[src/rtl/lcd_st7789v3_pkg.sv]
// Shared definitions for the ST7789V3 LCD path: SPI serializer state
// encoding, D/C select levels used by the driver FSM, and default timing.
package lcd_st7789v3_pkg;

  typedef enum logic [2:0] {
    ST_IDLE,
    ST_LOW,
    ST_HIGH,
    ST_TAIL,
    ST_GAP
  } spi_tx_state_t;

  localparam logic RS_CMD  = 1'b0;
  localparam logic RS_DATA = 1'b1;

  localparam int unsigned DEF_CLK_DIV = 2;
  localparam int unsigned DEF_CS_GAP  = 2;

endpackage

[src/rtl/lcd_spi_tx_if.sv]
// Byte handshake between the LCD driver FSM (master) and the SPI
// serializer (slave). A byte moves when tx_valid && tx_ready at posedge.
interface lcd_spi_tx_if;

  logic       tx_valid;
  logic       tx_ready;
  logic [7:0] tx_data;
  logic       tx_rs;

  modport master (output tx_valid, output tx_data, output tx_rs, input tx_ready);
  modport slave  (input tx_valid, input tx_data, input tx_rs, output tx_ready);

endinterface

[src/rtl/lcd_spi_tick.sv]
// Loadable down-counter. Loading sets the count to LOAD_VAL; o_phase_done
// is high for the single cycle in which the count reads 1, i.e. the last
// cycle of a LOAD_VAL-cycle phase.
module lcd_spi_tick #(
  parameter int unsigned LOAD_VAL = 2
) (
  input  logic clk,
  input  logic rst,
  input  logic i_load,
  output logic o_phase_done
);

  localparam int unsigned W = $clog2(LOAD_VAL + 1);

  logic [W-1:0] r_cnt;

  // Reload on request, otherwise count down and park at zero.
  // NOTE: state registers use non-blocking (<=) so every flop samples the
  // pre-edge values; the reset branch is asynchronous on rst low.
  always_ff @(posedge clk or negedge rst) begin
    if (!rst) begin
      r_cnt <= '0;
    end else if (i_load) begin
      r_cnt <= W'(LOAD_VAL);
    end else if (r_cnt != '0) begin
      r_cnt <= r_cnt - 1'b1;
    end
  end

  assign o_phase_done = (r_cnt == W'(1));

endmodule

[src/rtl/lcd_spi_tx.sv]
// Byte-wide 4-wire SPI write serializer for the ST7789V3 panel (mode 0,
// MSB first). Each byte is framed by lcd_cs; lcd_rs carries D/C.
// All outputs are registered from the next-state value.
// Optional: define LCD_SPI_CS_BURST_EN to let a byte offered during TAIL
// follow immediately with lcd_cs held low.
module lcd_spi_tx
  import lcd_st7789v3_pkg::*;
#(
  parameter int unsigned CLK_DIV = DEF_CLK_DIV,
  parameter int unsigned CS_GAP  = DEF_CS_GAP
) (
  input  logic         clk,
  input  logic         rst,
  lcd_spi_tx_if.slave  bus,
  output logic         o_busy,
  output logic         o_lcd_cs,
  output logic         o_lcd_scl,
  output logic         o_lcd_sd,
  output logic         o_lcd_rs
);

  spi_tx_state_t r_state;
  spi_tx_state_t w_state_next;

  logic [7:0] r_data;
  logic [2:0] r_bit;
  logic       r_sd;
  logic       r_rs;
  logic       r_cs;
  logic       r_scl;
  logic       r_busy;
  logic       r_tx_ready;

  logic w_accept;
  logic w_bit_step;
  logic w_div_load;
  logic w_gap_load;
  logic w_div_done;
  logic w_gap_done;
  logic w_ready_next;

  // SCL half-period timer, reloaded at every LOW/HIGH phase entry.
  lcd_spi_tick #(.LOAD_VAL(CLK_DIV)) u_div_tick (
    .clk          (clk),
    .rst          (rst),
    .i_load       (w_div_load),
    .o_phase_done (w_div_done)
  );

  // Inter-byte CS-high timer, loaded on GAP entry.
  lcd_spi_tick #(.LOAD_VAL(CS_GAP)) u_gap_tick (
    .clk          (clk),
    .rst          (rst),
    .i_load       (w_gap_load),
    .o_phase_done (w_gap_done)
  );

  // State register.
  always_ff @(posedge clk or negedge rst) begin
    if (!rst) begin
      r_state <= ST_IDLE;
    end else begin
      r_state <= w_state_next;
    end
  end

  // Next-state decode, handshake acceptance and timer load strobes.
  // NOTE: every signal gets a default before the case so no path leaves
  // it unassigned, which would otherwise infer a latch.
  always_comb begin
    w_state_next = r_state;
    w_accept     = 1'b0;
    w_bit_step   = 1'b0;
    w_div_load   = 1'b0;
    w_gap_load   = 1'b0;
    unique case (r_state)
      ST_IDLE: begin
        if (bus.tx_valid) begin
          w_accept     = 1'b1;
          w_div_load   = 1'b1;
          w_state_next = ST_LOW;
        end
      end
      ST_LOW: begin
        if (w_div_done) begin
          w_div_load   = 1'b1;
          w_state_next = ST_HIGH;
        end
      end
      ST_HIGH: begin
        if (w_div_done) begin
          if (r_bit == 3'd0) begin
            w_state_next = ST_TAIL;
          end else begin
            w_bit_step   = 1'b1;
            w_div_load   = 1'b1;
            w_state_next = ST_LOW;
          end
        end
      end
      ST_TAIL: begin
`ifdef LCD_SPI_CS_BURST_EN
        if (bus.tx_valid) begin
          w_accept     = 1'b1;
          w_div_load   = 1'b1;
          w_state_next = ST_LOW;
        end else begin
          w_gap_load   = 1'b1;
          w_state_next = ST_GAP;
        end
`else
        w_gap_load   = 1'b1;
        w_state_next = ST_GAP;
`endif
      end
      ST_GAP: begin
        if (w_gap_done) begin
          w_state_next = ST_IDLE;
        end
      end
      default: begin
        w_state_next = ST_IDLE;
      end
    endcase
  end

  // Ready is offered in IDLE, and in TAIL only when bursting is built in.
`ifdef LCD_SPI_CS_BURST_EN
  assign w_ready_next = (w_state_next == ST_IDLE) || (w_state_next == ST_TAIL);
`else
  assign w_ready_next = (w_state_next == ST_IDLE);
`endif

  // Registered outputs and shift datapath; sd/rs move only on accept or
  // on a HIGH-to-LOW bit step, and hold otherwise.
  always_ff @(posedge clk or negedge rst) begin
    if (!rst) begin
      r_data     <= 8'h00;
      r_bit      <= 3'd0;
      r_sd       <= 1'b0;
      r_rs       <= RS_DATA;
      r_cs       <= 1'b1;
      r_scl      <= 1'b0;
      r_busy     <= 1'b0;
      r_tx_ready <= 1'b1;
    end else begin
      r_cs       <= !((w_state_next == ST_LOW) || (w_state_next == ST_HIGH) ||
                      (w_state_next == ST_TAIL));
      r_scl      <= (w_state_next == ST_HIGH);
      r_busy     <= (w_state_next != ST_IDLE);
      r_tx_ready <= w_ready_next;
      if (w_accept) begin
        r_data <= bus.tx_data;
        r_rs   <= bus.tx_rs;
        r_sd   <= bus.tx_data[7];
        r_bit  <= 3'd7;
      end else if (w_bit_step) begin
        r_bit  <= r_bit - 3'd1;
        r_sd   <= r_data[r_bit - 3'd1];
      end
    end
  end

  assign bus.tx_ready = r_tx_ready;
  assign o_busy       = r_busy;
  assign o_lcd_cs     = r_cs;
  assign o_lcd_scl    = r_scl;
  assign o_lcd_sd     = r_sd;
  assign o_lcd_rs     = r_rs;

endmodule

[src/flat_wrapper.sv]
// flat-port wrapper written by rule: the top's interface ports become plain ports
module lcd_spi_tx_flat import lcd_st7789v3_pkg::*;
#(
  parameter int unsigned CLK_DIV = DEF_CLK_DIV,
  parameter int unsigned CS_GAP  = DEF_CS_GAP
)
  (clk, rst, o_busy, o_lcd_cs, o_lcd_scl, o_lcd_sd, o_lcd_rs, bus_tx_valid, bus_tx_data, bus_tx_rs, bus_tx_ready);
  lcd_spi_tx_if bus_i ();
  input  logic clk;
  input  logic rst;
  output logic o_busy;
  output logic o_lcd_cs;
  output logic o_lcd_scl;
  output logic o_lcd_sd;
  output logic o_lcd_rs;
  input wire logic [$bits(bus_i.tx_valid)-1:0] bus_tx_valid;
  input wire logic [$bits(bus_i.tx_data)-1:0] bus_tx_data;
  input wire logic [$bits(bus_i.tx_rs)-1:0] bus_tx_rs;
  output wire logic [$bits(bus_i.tx_ready)-1:0] bus_tx_ready;
  assign bus_i.tx_valid = bus_tx_valid;
  assign bus_i.tx_data = bus_tx_data;
  assign bus_i.tx_rs = bus_tx_rs;
  assign bus_tx_ready = bus_i.tx_ready;
  lcd_spi_tx #(.CLK_DIV(CLK_DIV), .CS_GAP(CS_GAP)) u_core (.clk(clk), .rst(rst), .bus(bus_i), .o_busy(o_busy), .o_lcd_cs(o_lcd_cs), .o_lcd_scl(o_lcd_scl), .o_lcd_sd(o_lcd_sd), .o_lcd_rs(o_lcd_rs));
endmodule
[config.mk]
export PLATFORM = sky130hd
export DESIGN_NAME = lcd_spi_tx_flat
export DESIGN_NICKNAME = d
export VERILOG_FILES = /design/src/rtl/lcd_st7789v3_pkg.sv /design/src/rtl/lcd_spi_tx_if.sv /design/src/rtl/lcd_spi_tick.sv /design/src/rtl/lcd_spi_tx.sv /design/src/flat_wrapper.sv
export SDC_FILE = /design/constraint.sdc
export NUM_CORES = 1
export LEC_CHECK = 0
export ABC_AREA = 1
export CAP_MARGIN = 25
export CORE_MARGIN = 10
export CORE_UTILIZATION = 40
export DETAILED_ROUTE_END_ITERATION = 16
export HOLD_SLACK_MARGIN = 0.08
export PLACE_DENSITY = 0.71
export SYNTH_ARGS = -nofsm -noshare
export SYNTH_HDL_FRONTEND = slang
export SYNTH_SLANG_ARGS = --single-unit
[constraint.sdc]
create_clock -name clk -period 1.5 [get_ports clk]
set_input_delay 0.225 -clock clk [delete_from_list [all_inputs] [get_ports clk]]
set_output_delay 0.225 -clock clk [all_outputs]
set_load 0.01 [all_outputs]
==> results.md <==
- Outcome: finished, final reports clean
- Global-route usage over all layers: 10.1%
- Post-DRT Antenna Nets: 0
- # fillers: 267
- CP startpoint: u_core.o_busy$_DFF_PN0_
- Final Critical Period: 1.42 ns
- Final WL: 2.49 mm
- Commonest non-fill, non-tap cell in the layout: nand2_1
- GPL Wtd Cong: 0.840
- Post-Syn Nets: 153
- I/O pin count: 18
- Die span in y: 74.7 um
- Final period utilization: 94.7%
- CTS H-tree lvls: 1
- Worst Path Arrival: 1.20 ns
- GRT met1 Usage: 9.62%
- Slew Limit Fails: 0
- Post-synthesis sequential area ratio: 50.5%
- Final worst slack: 0.0791 ns
- Gr busiest metal: met2
- Clk_skew: 0.00415 ns
- WS Path Type: register to output pin
- Area growth, synth to finish: 22.3%
- Routed vias/inst: 4.96
- Setup TNS: 0 ns
- Final setup viols: 0
- Unrepaired setup endpoints after global routing: false
- Clock sink total: 24
- GRT met3 Usage: 4.99%
- Total congestion overflow: 0
- Top Family by Delay on Critical Path: buffers and inverters
- Grt met2 use: 18.7%
- Inserted Diodes: 0
- Worst Path Required: 1.27 ns
- DIE AREA: 5580 sq um
- Core box area: 2810 sq um
- CP bufs+invs: 1
- Syn avg cell area: 8.93 sq um
- Hold buffer count at CTS: 0
- Most frequent cells in the layout: nand2_1 (28), inv_1 (21), dfrtp_1 (21)
- First-pass GRT wire length: 4.38 mm
- Count of cell types in the netlist: 24
- FF-to-FF Start: u_core.r_bit[0]$_DFFE_PN0P_
- Via count: 928
- Residual DRC: 0
- Fraction of layout cells with a size suffix above 1: 14.7%
- Max-cap check violation count: 0
- Critical path launch point type: register
- Initial antenna violation count: 0
- Final Hold Vio Count: 0
- TritonCTS clock tree: built
- Total power: 3.08 mW
- Worst-Margin Slew: 0.430 ns
- CP max stage cell: clkdlybuf4s50_1
- First-pass DRT Iterations: 6
- CP max stage delay: 0.54 ns
- Synth Instances: 134
- Placed Area: 1420 sq um
- Layout Nets: 176
- P_leak: 0.731 nW
- Largest net degree at the start of global routing: 25
- Reg clk slew, reported paths: 0.13 ns
- Syn Std Cell Area: 1200 sq um
- Post-Layout Inst Area: 1460 sq um
- Worst slew margin: 71.2%
- Initial cell density of the core: 42.6%
- Min-Delay Path Class: input port to async pin
- Worst-path cell chain: clkdlybuf4s50_1
- Maximum root-to-sink buffer count: 2
- CTS Buf Count: 3
- Clk root buf: clkbuf_4
- Pre-CTS WS: 0.0553 ns
- Vias in the first global route: 988
- Power Density: 2110 nW/um^2
- Peak supply drop: 0.000974 V
- Die Width: 74.7 um
- Synthesized flop and latch total: 24
- Crit path max fanout: 1
- Skew-Pair Late Insertion Delay: 0.32 ns
- Post-DR wirelength/cell: 13.3 um
- 1st-iter DRT viols: 59
- Ys Warns: 0
- Site row count: 19
- Fmax: 0.704 GHz
- CP Capture Type: output pin
- Post-detail-place hpwl: 1.90 mm
- Count of input and output buffers: 17
## sequential cells by signal (all words and copies together), names as in the netlist, 2 cells and up
name	flops
u_core.r_data	8
u_core.u_div_tick.r_cnt	2
u_core.r_state	3
u_core.u_gap_tick.r_cnt	2
u_core.r_bit	3
## layout make-up
cell class / instances / area [sq um] / area share [%]
sequential: 24 / 604 / 41.3
multi-input combinational: 83 / 489 / 33.4
timing repair buffer: 20 / 200 / 13.7
inverter: 25 / 93.8 / 6.42
tap: 31 / 38.8 / 2.65
clock buffer: 4 / 36.3 / 2.48
## cell families (layout without fill, tap and decap cells)
logic type / Yosys count / count (layout) / share of synthesized area, %
xor+xnor: 3 / 3 / 2.20
compound gates: 19 / 19 / 9.62
buf+inv: 27 / 49 / 9.20
fa+ha+maj: 7 / 7 / 7.32
flops: 24 / 24 / 50.5
simple gates: 54 / 54 / 21.1
## through the flow
stage | util [%] | std cells | hold slack (ns)
floorplan | - | 134 | -0.0706
global placement | 50.5 | 182 | 0.457
detailed placement | 50.5 | 182 | 0.466
CTS | 51.6 | 186 | 0.250
global route | 52.1 | 187 | 0.256
finish | 52.1 | 187 | 0.244
## layer usage
layer / vias up / share of wire [%]
li1: 463 / -
met1: 440 / 40
met2: 21 / 51
met3: 4 / 8.0
met4: 0 / 0.76
met5: - / 0
## power breakdown
| group | internal, mW | switching (mW) | leakage (nW) | total (mW) |
|---|---|---|---|---|
| Clock | 0.148 | 0.194 | 0.0210 | 0.343 |
| Combinational | 0.641 | 0.924 | 0.429 | 1.56 |
| Sequential | 0.998 | 0.174 | 0.281 | 1.17 |
| Total | 1.79 | 1.29 | 0.731 | 3.08 |
## path summary, 6_finish.rpt
check	end	slack (ns)	depth (start not counted)
max in group asynchronous	u_core.o_lcd_rs$_DFFE_PN1P_	0.97	2
setup reg to reg	u_core.o_busy$_DFF_PN0_	0.12	8
hold / removal	u_core.r_data[4]$_DFFE_PN0P_	0.24	2
hold reg to reg	u_core.o_lcd_rs$_DFFE_PN1P_	0.48	2
min in group clk	u_core.o_lcd_rs$_DFFE_PN1P_	0.40	3
setup / recovery	o_busy	0.08	1
## Yosys cell counts
library cell | count | area share, %
o21ai_0 | 10 | 4.2
nand3_1 | 12 | 5.0
xnor2_1 | 1 | 0.73
a21oi_1 | 3 | 1.3
ha_1 | 7 | 7.3
nor2_4 | 2 | 1.9
nand3_2 | 1 | 0.84
dfstp_2 | 3 | 6.6
nor2_1 | 7 | 2.2
buf_2 | 1 | 0.42
o2111ai_1 | 1 | 0.73
o211ai_1 | 1 | 0.63
buf_6 | 1 | 0.94
o21ai_2 | 2 | 1.5
nand2_1 | 28 | 8.8
a21oi_2 | 1 | 0.73
xor2_1 | 2 | 1.5
inv_2 | 3 | 0.94
nor2_2 | 2 | 1.0
nand4_1 | 1 | 0.52
dfrtp_1 | 21 | 44
nor3_2 | 1 | 0.84
inv_1 | 22 | 6.9
o21bai_1 | 1 | 0.63
## what timing repair did
item / 4_1_cts / 5_1_grt
resized for setup: 4 / 2
setup buffers: 0 / 1
setup endpoints to repair: 4 / 7
Power figures use the tool's default switching activity.
